[src/rtl/alu_pkg.sv]
// alu_pkg: shared definitions for the ALU controller and hilo_mult_unit.
//   - WIDTH: operand / HI / LO width (product is 2*WIDTH)
//   - ALU_*: 5-bit ALUControl codes decoded by the multiply unit
//   - state_t: multiply sequencer states
//   - is_signed_mul(): true for the multiply codes that use signed operands
package alu_pkg;

  localparam int WIDTH = 32;

  localparam logic [4:0] ALU_MULT  = 5'b00011;
  localparam logic [4:0] ALU_MULTU = 5'b00100;
  localparam logic [4:0] ALU_MUL   = 5'b10011;
  localparam logic [4:0] ALU_MADD  = 5'b10100;
  localparam logic [4:0] ALU_MSUB  = 5'b10101;
  localparam logic [4:0] ALU_MFHI  = 5'b10111;
  localparam logic [4:0] ALU_MFLO  = 5'b11000;
  localparam logic [4:0] ALU_MTHI  = 5'b11001;
  localparam logic [4:0] ALU_MTLO  = 5'b11010;

  typedef enum logic [1:0] {
    IDLE  = 2'd0,
    CALC  = 2'd1,
    FINAL = 2'd2,
    DONE  = 2'd3
  } state_t;

  // MULTU is the only unsigned multiply; every other multiply code is signed.
  function automatic logic is_signed_mul(input logic [4:0] op);
    return (op != ALU_MULTU);
  endfunction

endpackage

[src/rtl/mult_core_seq.sv]
// mult_core_seq: radix-2 shift-add multiplier over unsigned magnitudes.
//   clk_i, rst_i   : clock, asynchronous active-high reset
//   load_i         : capture mag_a_i / mag_b_i and clear the partial product
//   step_i         : process one multiplier bit (W steps give the full product)
//   mag_a_i/mag_b_i: unsigned operand magnitudes
//   prod_o         : 2*W-bit unsigned product (valid after W steps)
module mult_core_seq #(
  parameter int W = 32
) (
  input  logic           clk_i,
  input  logic           rst_i,
  input  logic           load_i,
  input  logic           step_i,
  input  logic [W-1:0]   mag_a_i,
  input  logic [W-1:0]   mag_b_i,
  output logic [2*W-1:0] prod_o
);

  logic [2*W-1:0] mcand_q, mcand_d;
  logic [2*W-1:0] prod_q, prod_d;
  logic [W-1:0]   mplier_q, mplier_d;

  always_comb begin
    mcand_d  = mcand_q;
    mplier_d = mplier_q;
    prod_d   = prod_q;
    if (load_i) begin
      mcand_d  = {{W{1'b0}}, mag_a_i};
      mplier_d = mag_b_i;
      prod_d   = '0;
    end else if (step_i) begin
      // Multiplicand walks left while the multiplier is consumed LSB-first.
      if (mplier_q[0]) begin
        prod_d = prod_q + mcand_q;
      end
      mcand_d  = mcand_q << 1;
      mplier_d = mplier_q >> 1;
    end
  end

  always_ff @(posedge clk_i or posedge rst_i) begin
    if (rst_i) begin
      mcand_q  <= '0;
      mplier_q <= '0;
      prod_q   <= '0;
    end else begin
      mcand_q  <= mcand_d;
      mplier_q <= mplier_d;
      prod_q   <= prod_d;
    end
  end

  assign prod_o = prod_q;

endmodule

[src/rtl/hilo_mult_unit.sv]
// hilo_mult_unit: multi-cycle multiply / accumulate unit owning HI and LO.
//   Clk, Rst        : clock, asynchronous active-high reset
//   Start           : EX holds a valid instruction for this unit
//   ALUControl      : operation code from the ALU controller
//   A, B            : rs / rt operands
//   Busy            : registered, high while a multiply is in flight
//   Done            : registered one-cycle pulse after the commit edge
//   HI, LO          : architectural HI / LO
//   MulResult       : low word of the signed product of the last MUL
//   RdData          : HI when ALUControl is MFHI, otherwise LO
// Build option: define MADD_MSUB_EN to enable MADD/MSUB accumulation;
// without it those codes are ignored like any unrecognised code.
//
// state | meaning
// IDLE  | waiting for Start
// CALC  | one shift-add step per cycle, WIDTH cycles
// FINAL | sign correction, accumulate, commit
// DONE  | Done pulse; a new Start may be accepted here
module hilo_mult_unit
  import alu_pkg::*;
(
  input  logic             Clk,
  input  logic             Rst,
  input  logic             Start,
  input  logic [4:0]       ALUControl,
  input  logic [WIDTH-1:0] A,
  input  logic [WIDTH-1:0] B,
  output logic             Busy,
  output logic             Done,
  output logic [WIDTH-1:0] HI,
  output logic [WIDTH-1:0] LO,
  output logic [WIDTH-1:0] MulResult,
  output logic [WIDTH-1:0] RdData
);

  state_t             state_q, state_d;
  logic [5:0]         cnt_q, cnt_d;
  logic [4:0]         op_q, op_d;
  logic               neg_q, neg_d;
  logic [WIDTH-1:0]   hi_q, hi_d;
  logic [WIDTH-1:0]   lo_q, lo_d;
  logic [WIDTH-1:0]   mulres_q, mulres_d;
  logic               busy_q, busy_d;
  logic               done_q, done_d;

  logic               accept;
  logic               is_mul_op;
  logic               signed_op;
  logic               load;
  logic [WIDTH-1:0]   mag_a, mag_b;
  logic [2*WIDTH-1:0] prod_u, prod_s;

  always_comb begin
    is_mul_op = 1'b0;
    case (ALUControl)
      ALU_MULT, ALU_MULTU, ALU_MUL: is_mul_op = 1'b1;
`ifdef MADD_MSUB_EN
      ALU_MADD, ALU_MSUB:           is_mul_op = 1'b1;
`endif
      default:                      is_mul_op = 1'b0;
    endcase
  end

  assign accept    = Start && ((state_q == IDLE) || (state_q == DONE));
  assign signed_op = is_signed_mul(ALUControl);
  assign load      = accept && is_mul_op;

  // The core works on magnitudes; the sign is restored in FINAL.
  assign mag_a = (signed_op && A[WIDTH-1]) ? -A : A;
  assign mag_b = (signed_op && B[WIDTH-1]) ? -B : B;

  mult_core_seq #(
    .W(WIDTH)
  ) u_core (
    .clk_i  (Clk),
    .rst_i  (Rst),
    .load_i (load),
    .step_i (state_q == CALC),
    .mag_a_i(mag_a),
    .mag_b_i(mag_b),
    .prod_o (prod_u)
  );

  assign prod_s = neg_q ? -prod_u : prod_u;

  always_comb begin
    state_d  = state_q;
    cnt_d    = cnt_q;
    op_d     = op_q;
    neg_d    = neg_q;
    hi_d     = hi_q;
    lo_d     = lo_q;
    mulres_d = mulres_q;
    case (state_q)
      IDLE, DONE: begin
        state_d = IDLE;
        if (accept) begin
          if (is_mul_op) begin
            state_d = CALC;
            cnt_d   = 6'(WIDTH - 1);
            op_d    = ALUControl;
            neg_d   = signed_op && (A[WIDTH-1] ^ B[WIDTH-1]);
          end else if (ALUControl == ALU_MTHI) begin
            hi_d = A;
          end else if (ALUControl == ALU_MTLO) begin
            lo_d = A;
          end
        end
      end
      CALC: begin
        // Down-counter: the step taken while cnt_q is 0 is the last one.
        if (cnt_q == 6'd0) begin
          state_d = FINAL;
        end else begin
          cnt_d = cnt_q - 6'd1;
        end
      end
      FINAL: begin
        state_d = DONE;
        case (op_q)
          ALU_MULT, ALU_MULTU: {hi_d, lo_d} = prod_s;
          ALU_MUL:             mulres_d = prod_s[WIDTH-1:0];
`ifdef MADD_MSUB_EN
          ALU_MADD:            {hi_d, lo_d} = {hi_q, lo_q} + prod_s;
          ALU_MSUB:            {hi_d, lo_d} = {hi_q, lo_q} - prod_s;
`endif
          default: ;
        endcase
      end
      default: state_d = IDLE;
    endcase
  end

  assign busy_d = (state_d == CALC) || (state_d == FINAL);
  assign done_d = (state_d == DONE);

  always_ff @(posedge Clk or posedge Rst) begin
    if (Rst) begin
      state_q  <= IDLE;
      cnt_q    <= '0;
      op_q     <= '0;
      neg_q    <= 1'b0;
      hi_q     <= '0;
      lo_q     <= '0;
      mulres_q <= '0;
      busy_q   <= 1'b0;
      done_q   <= 1'b0;
    end else begin
      state_q  <= state_d;
      cnt_q    <= cnt_d;
      op_q     <= op_d;
      neg_q    <= neg_d;
      hi_q     <= hi_d;
      lo_q     <= lo_d;
      mulres_q <= mulres_d;
      busy_q   <= busy_d;
      done_q   <= done_d;
    end
  end

  assign Busy      = busy_q;
  assign Done      = done_q;
  assign HI        = hi_q;
  assign LO        = lo_q;
  assign MulResult = mulres_q;
  assign RdData    = (ALUControl == ALU_MFHI) ? hi_q : lo_q;

endmodule

[config.mk]
export PLATFORM = sky130hd
export DESIGN_NAME = hilo_mult_unit
export DESIGN_NICKNAME = d
export VERILOG_FILES = /design/src/rtl/alu_pkg.sv /design/src/rtl/mult_core_seq.sv /design/src/rtl/hilo_mult_unit.sv
export SDC_FILE = /design/constraint.sdc
export NUM_CORES = 1
export LEC_CHECK = 0
export BUFFER_PORTS_ARGS = -buffer_cell sky130_fd_sc_hd__buf_2
export CAP_MARGIN = 10
export CORE_MARGIN = 2
export CORE_UTILIZATION = 30
export CTS_BUF_LIST = sky130_fd_sc_hd__clkbuf_16
export CTS_CLUSTER_DIAMETER = 80
export DETAILED_ROUTE_END_ITERATION = 10
export MAX_ROUTING_LAYER = met4
export SYNTH_ARGS = -nofsm -noshare
export SYNTH_HDL_FRONTEND = slang
export SYNTH_SLANG_ARGS = --single-unit
[constraint.sdc]
create_clock -name Clk -period 9.7 [get_ports Clk]
set_input_delay 0.97 -clock Clk [delete_from_list [all_inputs] [get_ports Clk]]
set_output_delay 0.97 -clock Clk [all_outputs]
set_load 0.005 [all_outputs]
==> results of run 1 <==
## cells in the mapped netlist, drive strengths merged (37+ instances only)
cell    number
a21oi      159
nor3        44
ha          69
inv         38
o21ai      256
clkbuf     105
xnor2       73
xor2       107
nand2      362
nor2       152
mux2i      108
a21o        37
dfrtp      272
## kinds of logic after synthesis
group	synth area share [%]
adder cells (fa/ha/maj)	4.914
AO/OA/AOI/OAI	19.32
XOR/XNOR	8.771
AND/OR/NAND/NOR	17.89
flip-flops	37.87
buffers and inverters	3.223
multiplexers	8.019
## worst register-to-register path, delay by kind of cell (launching register included)
| family | cells | cell delay (ns) |
|---|---|---|
| fa+ha+maj | 2 | 0.66 |
| simple gates | 2 | 0.18 |
| compound gates | 9 | 2.78 |
| flops | 1 | 0.42 |
## path summary, 6_finish.rpt
| path | endpoint | startpoint | slack, ns |
|---|---|---|---|
| max | u_core.prod_o[60]$_DFFE_PP0P_ | u_core.prod_o[0]$_DFFE_PP0P_ | 5.55 |
| min | MulResult[27]$_DFFE_PP0P_ | MulResult[27]$_DFFE_PP0P_ | 0.47 |
| max reg2reg | u_core.prod_o[60]$_DFFE_PP0P_ | u_core.prod_o[0]$_DFFE_PP0P_ | 5.55 |
| min reg2reg | MulResult[27]$_DFFE_PP0P_ | MulResult[27]$_DFFE_PP0P_ | 0.47 |
| max in group asynchronous | u_core.prod_o[23]$_DFFE_PP0P_ | Rst | 7.77 |
| min in group asynchronous | u_core.mplier_q[15]$_DFFE_PP0P_ | Rst | 0.49 |
## sequential cells by signal, indices dropped and copies added, names as in the netlist
name             flops
u_core.mcand_q      64
u_core.prod_o       64
HI                  32
LO                  32
MulResult           32
u_core.mplier_q     32
cnt_q                6
op_q                 5
state_q              2
Busy                 1
Done                 1
neg_q                1
## cell usage in the layout, fill, tap and decap left out, drive strengths merged, types with 32 or more instances in the layout
master and count:
nand2 362, dfrtp 272, o21ai 256, buf 214, a21oi 159, nor2 152, mux2i 108, xor2 107
xnor2 73, ha 69, nor3 44, inv 42, a21o 37, clkbuf 35, mux2 32, o31ai 32
## power by group
group          total (mW)  switching, mW  internal, mW
sequential           1.96          0.471          1.49
combinational        2.63           1.62          1.01
clock                1.30          0.528         0.771
total                5.88           2.62          3.27
## layer usage
metal | GRT usage, % | up-vias | routed length [µm]
met4 | 6.944 | 0 | 2050
met2 | 32.63 | 531 | 29140
met3 | 3.239 | 90 | 3739
met5 | - | - | 0
met1 | 25.95 | 7872 | 27610
li1 | - | 7783 | -
## through the flow
stage | hold slack [ns] | cell area, µm² | setup slack, ns | total power [mW] | util [%]
after global routing | 0.4979 | 20830 | 5.437 | 6.283 | 35.22
after global placement | 0.4584 | 19680 | 5.702 | 4.528 | 33.28
after CTS | 0.4804 | 20810 | 5.656 | 5.889 | 35.19
after detailed placement | 0.4670 | 19680 | 5.663 | 4.562 | 33.28
after floorplan | 0.4685 | 17970 | 1.235 | 3.629 | -
final | 0.4735 | 20830 | 5.553 | 5.884 | 35.23
## cell type report
class / count / share of cell area, %
repair buffers: 214 / 5.358
flip-flops and latches: 272 / 32.68
clock inverters: 25 / 1.225
clock buffers: 35 / 4.205
multi-input cells: 1700 / 51.06
inverters: 38 / 0.7208
diodes: 9 / 0.1081
well taps: 773 / 4.643
==> run_results.csv, run 1 <==
group,metric,value,unit
outcome,outcome,"complete, no violations",
clocking,cts_setup_buffers,0,
global_route,grt_pass1_wl,96420,µm
logic_synthesis,synthTopCellsByArea,"dfrtp_1 38%, nand2_1 7.6%, o21ai_0 6.9%, mux2i_1 6.0%, xor2_1 5.2%",
power,power_leakage,9.244,nW
hold_path,whs_path_depth,2,
layout,multiInputGateArea,0.01064,mm²
route,dr.first_iter.drc_count,1219,
route,vias_per_cell,5.309,
floorplan,die_area,0.06189,mm²
worst_setup_path,end_kind,"flip-flop",
timing,relSlewSlack,23.80,%
route,vias,16280,
logic_synthesis,synthCells,2126,
clocking,cts.reportedPaths.clkPinSlew,0.06,ns
timing,rsz0062_at_grt,"false",
route,wl_per_cell,20.40,µm
logic_synthesis,synth_edf_count,0,
clocking,hold_buffers,0,
timing,worst_pin_slew,1.133,ns
global_route,grt_max_degree,171,
worst_setup_path,path_max_fanout,5,
logic_synthesis,synth_top_cell_area_share,37.87,%
global_route,antenna_found_initial,7,
logic_synthesis,synthArstFlopShare,100.0,%
layout,drive_gt1_share,14.71,%
clocking,root_buffer,"clkbuf_16",
worst_setup_path,cp-start-kind,"flip-flop",
layout,seqCellArea,0.006808,mm²
timing,clock.fmax,241.1,MHz
timing,fin_crit_sh,42.75,%
clocking,clock_latency,0.55,ns
worst_setup_path,critPathBufInv,0,
logic_synthesis,synth_seq_cells,272,
worst_setup_path,worstPathCellList,"ha_1 > fa_1 > a21oi_1 > o211ai_1 > a211oi_1 > o31a_1 > nor2_1 > a31o_2 > a21boi_1 > o31ai_1 > a211o_1 > a211oi_1 > nor3b_1",
job,maxCapViolCount,0,
hold_path,min_path_type,"flip-flop to flip-flop",
clocking,clock_path_buffers,3,
clocking,cts_num_sinks,272,
timing,finalHoldViolCount,0,
global_route,grt_pass1_vias,16010,
worst_setup_path,cp.arrival,4.58,ns
worst_setup_path,crit_cells,13,
place,place_inst,2997,
floorplan,die_x,248.8,µm
timing,finClkSkew,0.02823,ns
timing,period_minus_slack,4.147,ns
timing,setup_tns,0,ns
place,hpwl,47100,µm
logic_synthesis,syn_nets,2268,
power,power_density,282.5,mW/mm²
floorplan,dieHeight,248.8,µm
power,irDropWorstVdd,0.1164,mV
logic_synthesis,netlist_area,0.01797,mm²
logic_synthesis,yosys.area.top_type,"dfrtp_1",
logic_synthesis,synth.avg_cell_area,8.455,µm²
timing,final_max_slew_viol_count,0,
floorplan,initial_core_util,30.40,%
layout,area_growth,15.88,%
worst_setup_path,crit_family,"compound AO/OA/AOI/OAI gates",
timing,setup_viol,0,
worst_setup_path,worst-setup-path-type,"flip-flop to flip-flop",
clocking,htree_levels,2,
place,portBuffers,201,
clocking,cts_buffers,35,
layout,instances_no_fill,3066,
global_route,grt_usage,20.29,%
logic_synthesis,synth_warnings,0,
route,detail_route.drc_violations,0,
worst_setup_path,crit_slowest_cell,"a21boi_1",
route,detail_route.first_pass.iterations,6,
layout,n_fill_cell,6088,
worst_setup_path,crit_top_cell,"a211oi_1",
worst_setup_path,worstPathRequired,10.13,ns
logic_synthesis,synth_cell_types,73,
floorplan,core-area,0.05913,mm²
route,routed_wl,62540,µm
worst_setup_path,reg2reg_depth,13,
clocking,cts_tree,"yes",
logic_synthesis,synth_top_flop_cell,"dfrtp_1",
logic_synthesis,yosysSeqAreaShare,37.87,%
route,ant_nets,0,
global_route,grt_overflow,0,
floorplan,num_rows,89,
worst_setup_path,critPathMaxStageDelay,0.52,ns
floorplan,ios,202,
clocking,cts-resized-gates,0,
place,gp_congestion,0.9611,
layout,nets,2403,
(Power assumes the default switching activity.)
==> run 2: changes to the inputs <==
==> constraint.sdc (replaced) <==
create_clock -name Clk -period 4.3 [get_ports Clk]
set_input_delay 0.43 -clock Clk [delete_from_list [all_inputs] [get_ports Clk]]
set_output_delay 0.43 -clock Clk [all_outputs]
set_load 0.005 [all_outputs]
==> run 2 against run 1 <==
Net effect:
- sequential share of layout area shrank 0.16 points
- power grew 130%
- critical endpoint is now u_core.prod_o[56]$_DFFE_PP0P_
- critical path depth shrank 2
- routed wire length grew 0.45%
- register-to-register slack lost 5.0 ns
==> run_results.csv, run 2 (same netlist as run 1, synthesis figures left out) <==
group,metric,value,unit
outcome,outcome,"complete, no violations",
floorplan,dieHeight,248.8,µm
worst_setup_path,critPathBufInv,0,
global_route,grt_pass1_wl,96260,µm
timing,finalHoldViolCount,0,
route,ant_nets,0,
timing,period_minus_slack,3.795,ns
layout,mostFrequentLayoutCells,"359 x nand2_1, 271 x dfrtp_1, 247 x o21ai_0",
global_route,grt_usage,20.40,%
worst_setup_path,crit_slowest_cell,"o41ai_1",
route,dr.first_iter.drc_count,1378,
power,power_leakage,9.308,nW
route,vias_per_cell,5.320,
worst_setup_path,r2r_start,"u_core.prod_o[9]$_DFFE_PP0P_",
route,routed_wl,62820,µm
worst_setup_path,end_kind,"flip-flop",
worst_setup_path,worst-setup-path-type,"flip-flop to flip-flop",
worst_setup_path,path_max_fanout,9,
clocking,hold_buffers,0,
worst_setup_path,crit_top_cell,"a21oi_1",
clocking,root_buffer,"clkbuf_16",
place,dpl_worst_slack,0.6111,ns
global_route,grt_overflow,0,
layout,nets,2416,
floorplan,initial_core_util,30.40,%
place,hpwl,47530,µm
power,power_density,635.4,mW/mm²
layout,area_growth,16.47,%
power,pwr-share-clk,22.3,%
clocking,clock_path_buffers,3,
clocking,cts.reportedPaths.clkPinSlew,0.06,ns
timing,final_max_slew_viol_count,0,
power,pwr-share-comb,44.4,%
timing,setup_tns,0,ns
clocking,cts-resized-gates,0,
floorplan,die_area,0.06189,mm²
clocking,cts_tree,"yes",
timing,relSlewSlack,29.74,%
global_route,grt_pass1_vias,15930,
floorplan,ios,202,
place,gp_congestion,0.9236,
clocking,cts_buffers,36,
worst_setup_path,worstPathCellList,"ha_1 > o21ai_0 > nor3_1 > nand2_1 > o41ai_1 > a21oi_1 > nand3_1 > a21oi_1 > o31ai_1 > a32oi_1 > a211o_1",
clocking,htree_levels,2,
worst_setup_path,cp.arrival,4.21,ns
power,irDropWorstVdd,0.2920,mV
timing,worst_slack,0.5046,ns
layout,n_fill_cell,6053,
worst_setup_path,critPathMaxStageDelay,0.76,ns
route,detail_route.drc_violations,0,
power,seq_power_share,33.3,%
job,maxCapViolCount,0,
hold_path,min_path_type,"input port to async pin",
worst_setup_path,startpoint,"u_core.prod_o[9]$_DFFE_PP0P_",
route,wl_per_cell,20.46,µm
power,p_switching,5.854,mW
clocking,cts_num_sinks,272,
worst_setup_path,cp-start-kind,"flip-flop",
floorplan,die_x,248.8,µm
floorplan,num_rows,89,
clocking,cts_setup_buffers,0,
floorplan,core-area,0.05913,mm²
worst_setup_path,worstPathRequired,4.72,ns
worst_setup_path,crit_family,"compound AO/OA/AOI/OAI gates",
timing,setup_viol,0,
route,vias,16340,
timing,rsz0062_at_grt,"false",
timing,fin_crit_sh,88.27,%
global_route,antenna_found_initial,3,
clocking,clock_latency,0.55,ns
layout,layout_commonest_cell,"nand2_1",
layout,drive_gt1_share,14.91,%
timing,clock.fmax,263.5,MHz
power,p_int,7.449,mW
global_route,grt_max_degree,90,
place,portBuffers,201,
timing,worst_pin_slew,1.052,ns
route,detail_route.first_pass.iterations,7,
timing,finClkSkew,0.01793,ns
power,swShare,44.01,%
## run 2: final timing paths
kind | endpoint | slack, ns | depth (start not counted)
max | u_core.prod_o[56]$_DFFE_PP0P_ | 0.50 | 11
min | LO[16]$_DFFE_PP0P_ | 0.15 | 2
max reg2reg | u_core.prod_o[56]$_DFFE_PP0P_ | 0.50 | 11
min reg2reg | MulResult[30]$_DFFE_PP0P_ | 0.47 | 2
max in group asynchronous | u_core.prod_o[16]$_DFFE_PP0P_ | 3.15 | 3
min in group Clk | u_core.mplier_q[0]$_DFFE_PP0P_ | 0.16 | 3
## run 2: cell type report
class	count	area (µm²)	area share, %
Clock buffer	37	925.9	4.423
Antenna cell	4	10.01	0.04781
Multi-Input combinational cell	1700	10630	50.78
Sequential cell	272	6808	32.52
Tap cell	773	967.2	4.620
Clock inverter	21	203.9	0.9742
Inverter	38	146.4	0.6993
Timing Repair Buffer	226	1244	5.941
## run 2: power groups by stage
stage | combinational (mW) | clock (mW) | sequential, mW
floorplan | 4.15 | 0 | 4.04
CTS | 5.87 | 3.02 | 4.41
detailed placement | 5.83 | 0 | 4.45
global route | 6.53 | 3.12 | 4.53
global placement | 5.82 | 0 | 4.40
finish | 5.91 | 2.96 | 4.43
## run 2: worst register-to-register path, cell delays in order (launching register included)
cell	delay, ns
dfrtp_1	0.44
ha_1	0.49
o21ai_0	0.14
nor3_1	0.28
nand2_1	0.12
o41ai_1	0.76
a21oi_1	0.21
nand3_1	0.22
a21oi_1	0.16
o31ai_1	0.38
a32oi_1	0.18
a211o_1	0.29
## run 2: layer usage
layer	up-vias	part of all wire, %	GRT usage [%]	wire [µm]
li1	7805	-	-	-
met1	7983	45	26.75	28220
met2	465	47	32.84	29430
met3	85	5.7	3.114	3610
met4	0	2.5	5.472	1562
met5	-	0	-	0
## run 2: per-stage QoR
| stage | cell area (µm²) | hold WS (ns) | util, % | power [mW] | std cells |
|---|---|---|---|---|---|
| after CTS | 20930 | 0.1491 | 35.39 | 13.30 | 3067 |
| final | 20940 | 0.1463 | 35.40 | 13.30 | 3071 |
| after global placement | 19800 | 0.4564 | 33.48 | 10.22 | 3009 |
| after detailed placement | 19800 | 0.4648 | 33.48 | 10.28 | 3009 |
| after floorplan | 17980 | 0.4685 | - | 8.187 | 2126 |
| after global routing | 20930 | 0.1889 | 35.40 | 14.19 | 3070 |
